--- config.mk ---
export PLATFORM = sky130hd
export DESIGN_NAME = maple_phy_ctrl_flat
export DESIGN_NICKNAME = d
export VERILOG_FILES = /design/src/rtl/maple_phy_ctrl_if.sv /design/src/rtl/maple_phy_ctrl.sv /design/src/flat_wrapper.sv
export SDC_FILE = /design/constraint.sdc
export NUM_CORES = 1
export LEC_CHECK = 0
export ABC_AREA = 1
export CAP_MARGIN = 20
export CORE_MARGIN = 5
export CORE_UTILIZATION = 30
export CTS_CLUSTER_SIZE = 8
export DETAILED_ROUTE_END_ITERATION = 7
export GPL_ROUTABILITY_DRIVEN = 0
export SYNTH_ARGS = -nofsm -noshare
export SYNTH_HDL_FRONTEND = slang
export SYNTH_SLANG_ARGS = --single-unit
--- constraint.sdc ---
create_clock -name aclk -period 2.9 [get_ports aclk]
set_clock_uncertainty 0.15 [all_clocks]
set_input_delay 0.58 -clock aclk [delete_from_list [all_inputs] [get_ports aclk]]
set_output_delay 0.58 -clock aclk [all_outputs]
set_load 0.05 [all_outputs]
--- src/rtl/maple_phy_ctrl_if.sv ---
// rtl/maple_phy_ctrl_if.sv - Transmitter/receiver core side of the Maple pin controller
interface maple_core_if;
    logic tx_sdcka;
    logic tx_sdckb;
    logic tx_active;
    logic tx_grant;
    logic rx_sdcka;
    logic rx_sdckb;
    logic rx_active;

    modport master (
        output tx_sdcka, tx_sdckb, tx_active, rx_active,
        input  tx_grant, rx_sdcka, rx_sdckb
    );

    modport slave (
        input  tx_sdcka, tx_sdckb, tx_active, rx_active,
        output tx_grant, rx_sdcka, rx_sdckb
    );
endinterface

--- src/rtl/maple_phy_ctrl.sv ---
// rtl/maple_phy_ctrl.sv - Multi-port Maple Bus pin controller: direction FSM, port mux, input conditioning
module maple_phy_ctrl #(
    parameter int NUM_PORTS   = 4,
    parameter int SYNC_STAGES = 2,
    parameter int FILTER_LEN  = 3,
    parameter int TURN_CYCLES = 8,
    parameter int TIMEOUT_W   = 20,
    localparam int PSEL_W     = (NUM_PORTS > 1) ? $clog2(NUM_PORTS) : 1
) (
    input  logic                 aclk,
    input  logic                 aresetn,
    input  logic [PSEL_W-1:0]    cfg_port_sel,
    input  logic                 cfg_enable_tx,
    input  logic                 cfg_enable_rx,
    input  logic                 cfg_loopback,
    input  logic [TIMEOUT_W-1:0] cfg_rx_timeout,
    maple_core_if.slave          core,
    input  logic [NUM_PORTS-1:0] pad_sdcka_i,
    input  logic [NUM_PORTS-1:0] pad_sdckb_i,
    output logic [NUM_PORTS-1:0] pad_sdcka_o,
    output logic [NUM_PORTS-1:0] pad_sdckb_o,
    output logic [NUM_PORTS-1:0] pad_oe,
    output logic [1:0]           state,
    output logic                 rx_done,
    output logic                 rx_timeout,
    output logic                 tx_collision
);
    localparam int NL  = 2 * NUM_PORTS;
    localparam int FCW = $clog2(FILTER_LEN + 1);
    localparam int TCW = $clog2(TURN_CYCLES + 1);

    typedef enum logic [1:0] {
        ST_IDLE   = 2'd0,
        ST_DRIVE  = 2'd1,
        ST_TURN   = 2'd2,
        ST_LISTEN = 2'd3
    } state_e;

    state_e                         state_q, state_d;
    logic [PSEL_W-1:0]              port_q, port_d;
    logic [TCW-1:0]                 turn_q, turn_d;
    logic [TIMEOUT_W-1:0]           timer_q, timer_d;
    logic                           seen_q, seen_d;
    logic                           tx_prev_q, rx_prev_q;
    logic [SYNC_STAGES-1:0][NL-1:0] sync_q, sync_d;
    logic [NL-1:0]                  filt_q, filt_d;
    logic [NL-1:0][FCW-1:0]         fcnt_q, fcnt_d;
    logic [NUM_PORTS-1:0]           oe_q, oe_d;
    logic [NUM_PORTS-1:0]           pad_a_q, pad_a_d, pad_b_q, pad_b_d;
    logic                           rx_a_q, rx_a_d, rx_b_q, rx_b_d;
    logic                           grant_q, grant_d;
    logic                           done_q, done_d, tmo_q, tmo_d, coll_q, coll_d;
    logic [NL-1:0]                  synced;
    logic [NUM_PORTS-1:0]           filt_a_d, filt_b_d;
    logic                           tx_rise, tx_fall, rx_fall, sel_ok;

    // Pad lines are handled as one vector: a-lines in the low half, b-lines in the high half.
    always_comb begin
        sync_d = {sync_q[SYNC_STAGES-2:0], pad_sdckb_i, pad_sdcka_i};
        synced = sync_q[SYNC_STAGES-1];
        filt_d = filt_q;
        fcnt_d = fcnt_q;
        for (int i = 0; i < NL; i++) begin
            if (synced[i] != filt_q[i]) begin
                if (fcnt_q[i] == FCW'(FILTER_LEN - 1)) begin
                    filt_d[i] = synced[i];
                    fcnt_d[i] = '0;
                end else begin
                    fcnt_d[i] = fcnt_q[i] + FCW'(1);
                end
            end else begin
                fcnt_d[i] = '0;
            end
        end
        filt_a_d = filt_d[NUM_PORTS-1:0];
        filt_b_d = filt_d[NL-1:NUM_PORTS];
    end

    always_comb begin
        state_d = state_q;
        port_d  = port_q;
        turn_d  = turn_q;
        timer_d = timer_q;
        seen_d  = seen_q;
        done_d  = 1'b0;
        tmo_d   = 1'b0;
        tx_rise = core.tx_active & ~tx_prev_q;
        tx_fall = ~core.tx_active & tx_prev_q;
        rx_fall = ~core.rx_active & rx_prev_q;
        sel_ok  = {{(32-PSEL_W){1'b0}}, cfg_port_sel} < 32'(NUM_PORTS);
        coll_d  = tx_rise & ~grant_q;

        case (state_q)
            ST_IDLE: begin
                if (tx_rise) begin
                    state_d = ST_DRIVE;
                    port_d  = sel_ok ? cfg_port_sel : '0;
                end
            end
            ST_DRIVE: begin
                if (tx_fall) begin
                    state_d = ST_TURN;
                    turn_d  = TCW'(TURN_CYCLES - 1);
                end
            end
            ST_TURN: begin
                if (turn_q == '0) begin
                    if (cfg_enable_rx && !cfg_loopback) begin
                        state_d = ST_LISTEN;
                        timer_d = '0;
                        seen_d  = 1'b0;
                    end else begin
                        state_d = ST_IDLE;
                    end
                end else begin
                    turn_d = turn_q - TCW'(1);
                end
            end
            ST_LISTEN: begin
                timer_d = timer_q + TIMEOUT_W'(1);
                seen_d  = seen_q | core.rx_active;
                // A receiver becoming active in the expiry cycle takes priority over the timeout.
                if (seen_q && rx_fall) begin
                    state_d = ST_IDLE;
                    done_d  = 1'b1;
                end else if (!seen_q && !core.rx_active && (cfg_rx_timeout != '0) &&
                             (timer_q == cfg_rx_timeout - TIMEOUT_W'(1))) begin
                    state_d = ST_IDLE;
                    tmo_d   = 1'b1;
                end
            end
            default: state_d = ST_IDLE;
        endcase
    end

    // Outputs are computed from the next state so they change on the same edge as the state.
    always_comb begin
        oe_d    = '0;
        pad_a_d = '1;
        pad_b_d = '1;
        rx_a_d  = 1'b1;
        rx_b_d  = 1'b1;
        grant_d = (state_d == ST_IDLE);
        if (state_d == ST_DRIVE) begin
            if (cfg_loopback) begin
                rx_a_d = core.tx_sdcka;
                rx_b_d = core.tx_sdckb;
            end else if (cfg_enable_tx) begin
                oe_d[port_d]    = 1'b1;
                pad_a_d[port_d] = core.tx_sdcka;
                pad_b_d[port_d] = core.tx_sdckb;
            end
        end else if (state_d == ST_LISTEN) begin
            rx_a_d = filt_a_d[port_d];
            rx_b_d = filt_b_d[port_d];
        end
    end

    always_ff @(posedge aclk or negedge aresetn) begin
        if (!aresetn) begin
            state_q   <= ST_IDLE;
            port_q    <= '0;
            turn_q    <= '0;
            timer_q   <= '0;
            seen_q    <= 1'b0;
            tx_prev_q <= 1'b0;
            rx_prev_q <= 1'b0;
            sync_q    <= '1;
            filt_q    <= '1;
            fcnt_q    <= '0;
            oe_q      <= '0;
            pad_a_q   <= '1;
            pad_b_q   <= '1;
            rx_a_q    <= 1'b1;
            rx_b_q    <= 1'b1;
            grant_q   <= 1'b1;
            done_q    <= 1'b0;
            tmo_q     <= 1'b0;
            coll_q    <= 1'b0;
        end else begin
            state_q   <= state_d;
            port_q    <= port_d;
            turn_q    <= turn_d;
            timer_q   <= timer_d;
            seen_q    <= seen_d;
            tx_prev_q <= core.tx_active;
            rx_prev_q <= core.rx_active;
            sync_q    <= sync_d;
            filt_q    <= filt_d;
            fcnt_q    <= fcnt_d;
            oe_q      <= oe_d;
            pad_a_q   <= pad_a_d;
            pad_b_q   <= pad_b_d;
            rx_a_q    <= rx_a_d;
            rx_b_q    <= rx_b_d;
            grant_q   <= grant_d;
            done_q    <= done_d;
            tmo_q     <= tmo_d;
            coll_q    <= coll_d;
        end
    end

    assign state         = state_q;
    assign pad_oe        = oe_q;
    assign pad_sdcka_o   = pad_a_q;
    assign pad_sdckb_o   = pad_b_q;
    assign core.tx_grant = grant_q;
    assign core.rx_sdcka = rx_a_q;
    assign core.rx_sdckb = rx_b_q;
    assign rx_done       = done_q;
    assign rx_timeout    = tmo_q;
    assign tx_collision  = coll_q;
endmodule

--- src/flat_wrapper.sv ---
// flat-port wrapper written by rule: the top's interface ports become plain ports
module maple_phy_ctrl_flat 
#(
    parameter int NUM_PORTS   = 4,
    parameter int SYNC_STAGES = 2,
    parameter int FILTER_LEN  = 3,
    parameter int TURN_CYCLES = 8,
    parameter int TIMEOUT_W   = 20,
    localparam int PSEL_W     = (NUM_PORTS > 1) ? $clog2(NUM_PORTS) : 1
)
  (aclk, aresetn, cfg_port_sel, cfg_enable_tx, cfg_enable_rx, cfg_loopback, cfg_rx_timeout, pad_sdcka_i, pad_sdckb_i, pad_sdcka_o, pad_sdckb_o, pad_oe, state, rx_done, rx_timeout, tx_collision, core_tx_sdcka, core_tx_sdckb, core_tx_active, core_rx_active, core_tx_grant, core_rx_sdcka, core_rx_sdckb);
  maple_core_if core_i ();
  input  logic aclk;
  input  logic aresetn;
  input  logic [PSEL_W-1:0] cfg_port_sel;
  input  logic cfg_enable_tx;
  input  logic cfg_enable_rx;
  input  logic cfg_loopback;
  input  logic [TIMEOUT_W-1:0] cfg_rx_timeout;
  input  logic [NUM_PORTS-1:0] pad_sdcka_i;
  input  logic [NUM_PORTS-1:0] pad_sdckb_i;
  output logic [NUM_PORTS-1:0] pad_sdcka_o;
  output logic [NUM_PORTS-1:0] pad_sdckb_o;
  output logic [NUM_PORTS-1:0] pad_oe;
  output logic [1:0] state;
  output logic rx_done;
  output logic rx_timeout;
  output logic tx_collision;
  input wire logic [$bits(core_i.tx_sdcka)-1:0] core_tx_sdcka;
  input wire logic [$bits(core_i.tx_sdckb)-1:0] core_tx_sdckb;
  input wire logic [$bits(core_i.tx_active)-1:0] core_tx_active;
  input wire logic [$bits(core_i.rx_active)-1:0] core_rx_active;
  output wire logic [$bits(core_i.tx_grant)-1:0] core_tx_grant;
  output wire logic [$bits(core_i.rx_sdcka)-1:0] core_rx_sdcka;
  output wire logic [$bits(core_i.rx_sdckb)-1:0] core_rx_sdckb;
  assign core_i.tx_sdcka = core_tx_sdcka;
  assign core_i.tx_sdckb = core_tx_sdckb;
  assign core_i.tx_active = core_tx_active;
  assign core_i.rx_active = core_rx_active;
  assign core_tx_grant = core_i.tx_grant;
  assign core_rx_sdcka = core_i.rx_sdcka;
  assign core_rx_sdckb = core_i.rx_sdckb;
  maple_phy_ctrl #(.NUM_PORTS(NUM_PORTS), .SYNC_STAGES(SYNC_STAGES), .FILTER_LEN(FILTER_LEN), .TURN_CYCLES(TURN_CYCLES), .TIMEOUT_W(TIMEOUT_W)) u_core (.aclk(aclk), .aresetn(aresetn), .cfg_port_sel(cfg_port_sel), .cfg_enable_tx(cfg_enable_tx), .cfg_enable_rx(cfg_enable_rx), .cfg_loopback(cfg_loopback), .cfg_rx_timeout(cfg_rx_timeout), .core(core_i), .pad_sdcka_i(pad_sdcka_i), .pad_sdckb_i(pad_sdckb_i), .pad_sdcka_o(pad_sdcka_o), .pad_sdckb_o(pad_sdckb_o), .pad_oe(pad_oe), .state(state), .rx_done(rx_done), .rx_timeout(rx_timeout), .tx_collision(tx_collision));
endmodule
==> impl_results.md <==
- Max IR drop VDD: a little over 400 uV
- Yosys cell types: 40
- Flops & latches, synth: between 80 and 90
- Crit Path Class: input pin to register
- Clock transition at the registers of the reported paths: approximately 0.070 ns
- Hold slack: -0.00852 ns
- Crit path max fanout: 4
- Row count: 46
- Commonest non-fill, non-tap cells in the layout: nand2_1, inv_1, nor2_1
- Final period util: 0.911
- Mapped Cells: around 600
- Die Y-Extent: roughly 140 um
- RSZ-0062 raised after global routing: no
- Slew Limit Fails: 0
- Top cell type's share of synthesized area: 0.277
- All-Layer GR Usage: 0.127
- Final ANT Viol Nets: 0
- LEAKAGE: about 2.8 nW
- Post-synthesis sequential area ratio: 0.465
- Post-Syn Nets: 646
- Ys Warns: 0
- Total CTS buffers: 9
- # diodes: 0
- Initial DRC count: between 200 and 250
- Final Cell Area: roughly 6200 um2
- # setup viols final: 0
- Clk Tree Root Cell: clkbuf_16
- Layout area overhead: 27.4%
- Nets: around 730
- Failing checks: negative hold slack
- Slew margin rel.: 0.639
- Pre-CTS WS: -0.164 ns
- CP endpoint kind: register
- Largest cells by area after synthesis: dfrtp_1, dfstp_2, nand2_1
- Via count: 3947
- H-Tree Depth: 3
- Layout cell share with drive strength beyond 1: 0.170
- Vias in the first global route: between 4000 and 5000
- Port Buffers: slightly below 60
- Clock Sinks: 89
- Required @ worst endpoint: about 3.0 ns
- Core Util, Final: 0.390
- Die area: between 15000 and 20000 um2
- Placed insts: 890
- Worst-Skew Late Latency: ~0.34 ns
- Synth Cell Area: 4880 um2
- DP HPWL: about 8800 um
- Placeable Area: 15900 um2
- Total power: ~5.2 mW
- Pre-antenna DRT Iters: 4
- Starting Density: 0.306
- Max Cap Viol: 0
- Yosys top cell by area: dfrtp_1
- Pwr dens: between 800 and 900 nW/um2
- CTS tree: yes
- Outcome: finished, violations left
- Pin count of the biggest net entering global routing: 42
- Fin cells: around 910
- Final Hold Fails: 11
- F_max: ~380 MHz
- First-pass GRT wire length: between 15000 and 20000 um
- Startpoint Class: input pin
- Dpl cell area: roughly 5900 um2
- Mean area per synthesized cell: approximately 8 um2
- HP Class: input pin to asynchronous set/reset pin
- Detailed Route WL: about 11000 um
- Clock Path Buffers: 2
- Most common cell after layout, fill and taps aside: nand2_1
- GRT overflow: 0
- Routed vias/inst: roughly 4.4
- DRC Markers: 0
- Pin slew with the least headroom to its limit: about 0.54 ns
- Setup TNS Final: 0 ns
- Hold_buf cts: 0
- Fin worst setup slack: between 0.2 and 0.3 ns
- Fin crit period: between 2 and 3 ns
- WL per Instance: between 10 and 15 um
- Top Ports: 59
- Antenna violations before repair: 0
- Die Wd: approximately 140 um
- WP data arrival: about 2.8 ns
## cells in the mapped netlist (all sizes together)
| cell | n |
|---|---|
| nand2 | 153 |
| inv | 83 |
| nor2 | 83 |
| dfrtp | 54 |
| dfstp | 35 |
| nand3 | 34 |
| a21oi | 27 |
| o21ai | 26 |
| nor3 | 15 |
| xor2 | 14 |
| nand4 | 10 |
| a31oi | 9 |
| ha | 9 |
| xnor2 | 9 |
| o31ai | 8 |
| clkbuf | 5 |
| nand3b | 5 |
| nor4 | 5 |
| nor3b | 3 |
| a22oi | 2 |
| and2 | 2 |
| buf | 2 |
| o21bai | 2 |
| clkinv | 1 |
| o21a | 1 |
| o221ai | 1 |
## state kept, by name, summed over array words and instances (netlist names), 2 cells and up
name	cells
u_core.fcnt_q	16
u_core.filt_q	8
u_core.pad_oe	4
u_core.pad_sdcka_o	4
u_core.pad_sdckb_o	4
u_core.port_q	2
u_core.state	2
u_core.sync_d	8
u_core.synced	8
u_core.timer_q	20
u_core.turn_q	4
## cell families after synthesis
kind of cell | synth area share
compound gates | 0.0938
simple gates | 0.306
xor+xnor | 0.0413
buf+inv | 0.0708
fa+ha+maj | 0.0231
flops | 0.465
## timing repair
action,in CTS,in global routing
endpoints found under the setup margin,0,2
setup buffers,0,0
gates resized for setup,0,2
## routing by layer
metal  vias to the layer above  GRT usage  part of all wire
li1                       2094          -                 -
met1                      1783      0.170              0.48
met2                        59      0.202              0.46
met3                        11     0.0296             0.042
met4                         0     0.0410             0.017
met5                         -          0                 0
## worst max-delay path, cell delays in order
cell	delay, ns
clkdlybuf4s50_1	0.48
inv_1	0.06
ha_1	0.30
nand2_1	0.07
nand3_1	0.07
nor2_1	0.09
nand2_1	0.06
nor2_1	0.10
nand2_1	0.06
nor2_1	0.17
nand3_2	0.16
o21bai_4	0.15
nand2_2	0.08
nand2_4	0.07
nand2_4	0.09
nor2_4	0.11
nand2_1	0.06
## power by group
group / switching (mW) / internal (mW)
Sequential: 0.295 / 1.65
Combinational: 1.31 / 0.769
Clock: 0.482 / 0.725
Total: 2.09 / 3.15
## worst paths after layout
| path | start | endpoint | slack (ns) | cells after the start |
|---|---|---|---|---|
| worst min register to register | u_core.sync_d[9] | u_core.synced[1] | 0.21 | 0 |
| min in group aclk | u_core.sync_d[9] | u_core.synced[1] | 0.21 | 0 |
| worst max-delay path | cfg_rx_timeout[0] | u_core.pad_sdcka_o[1] | 0.26 | 17 |
| worst max register to register | u_core.state[0] | u_core.timer_q[13] | 0.34 | 13 |
| max in group asynchronous | aresetn | u_core.pad_sdcka_o[1] | 1.90 | 2 |
| worst min-delay path | aresetn | u_core.timer_q[0] | -0.009 | 1 |
## final cells by class
class	count	area, um2
clock buffers	11	254
multi-input cells	418	2270
well taps	216	270
fillers	1638	9720
repair buffers	83	778
inverters	84	315
clock inverters	5	61.3
flip-flops and latches	89	2270
Note: power is estimated with default switching activity, not from simulation.
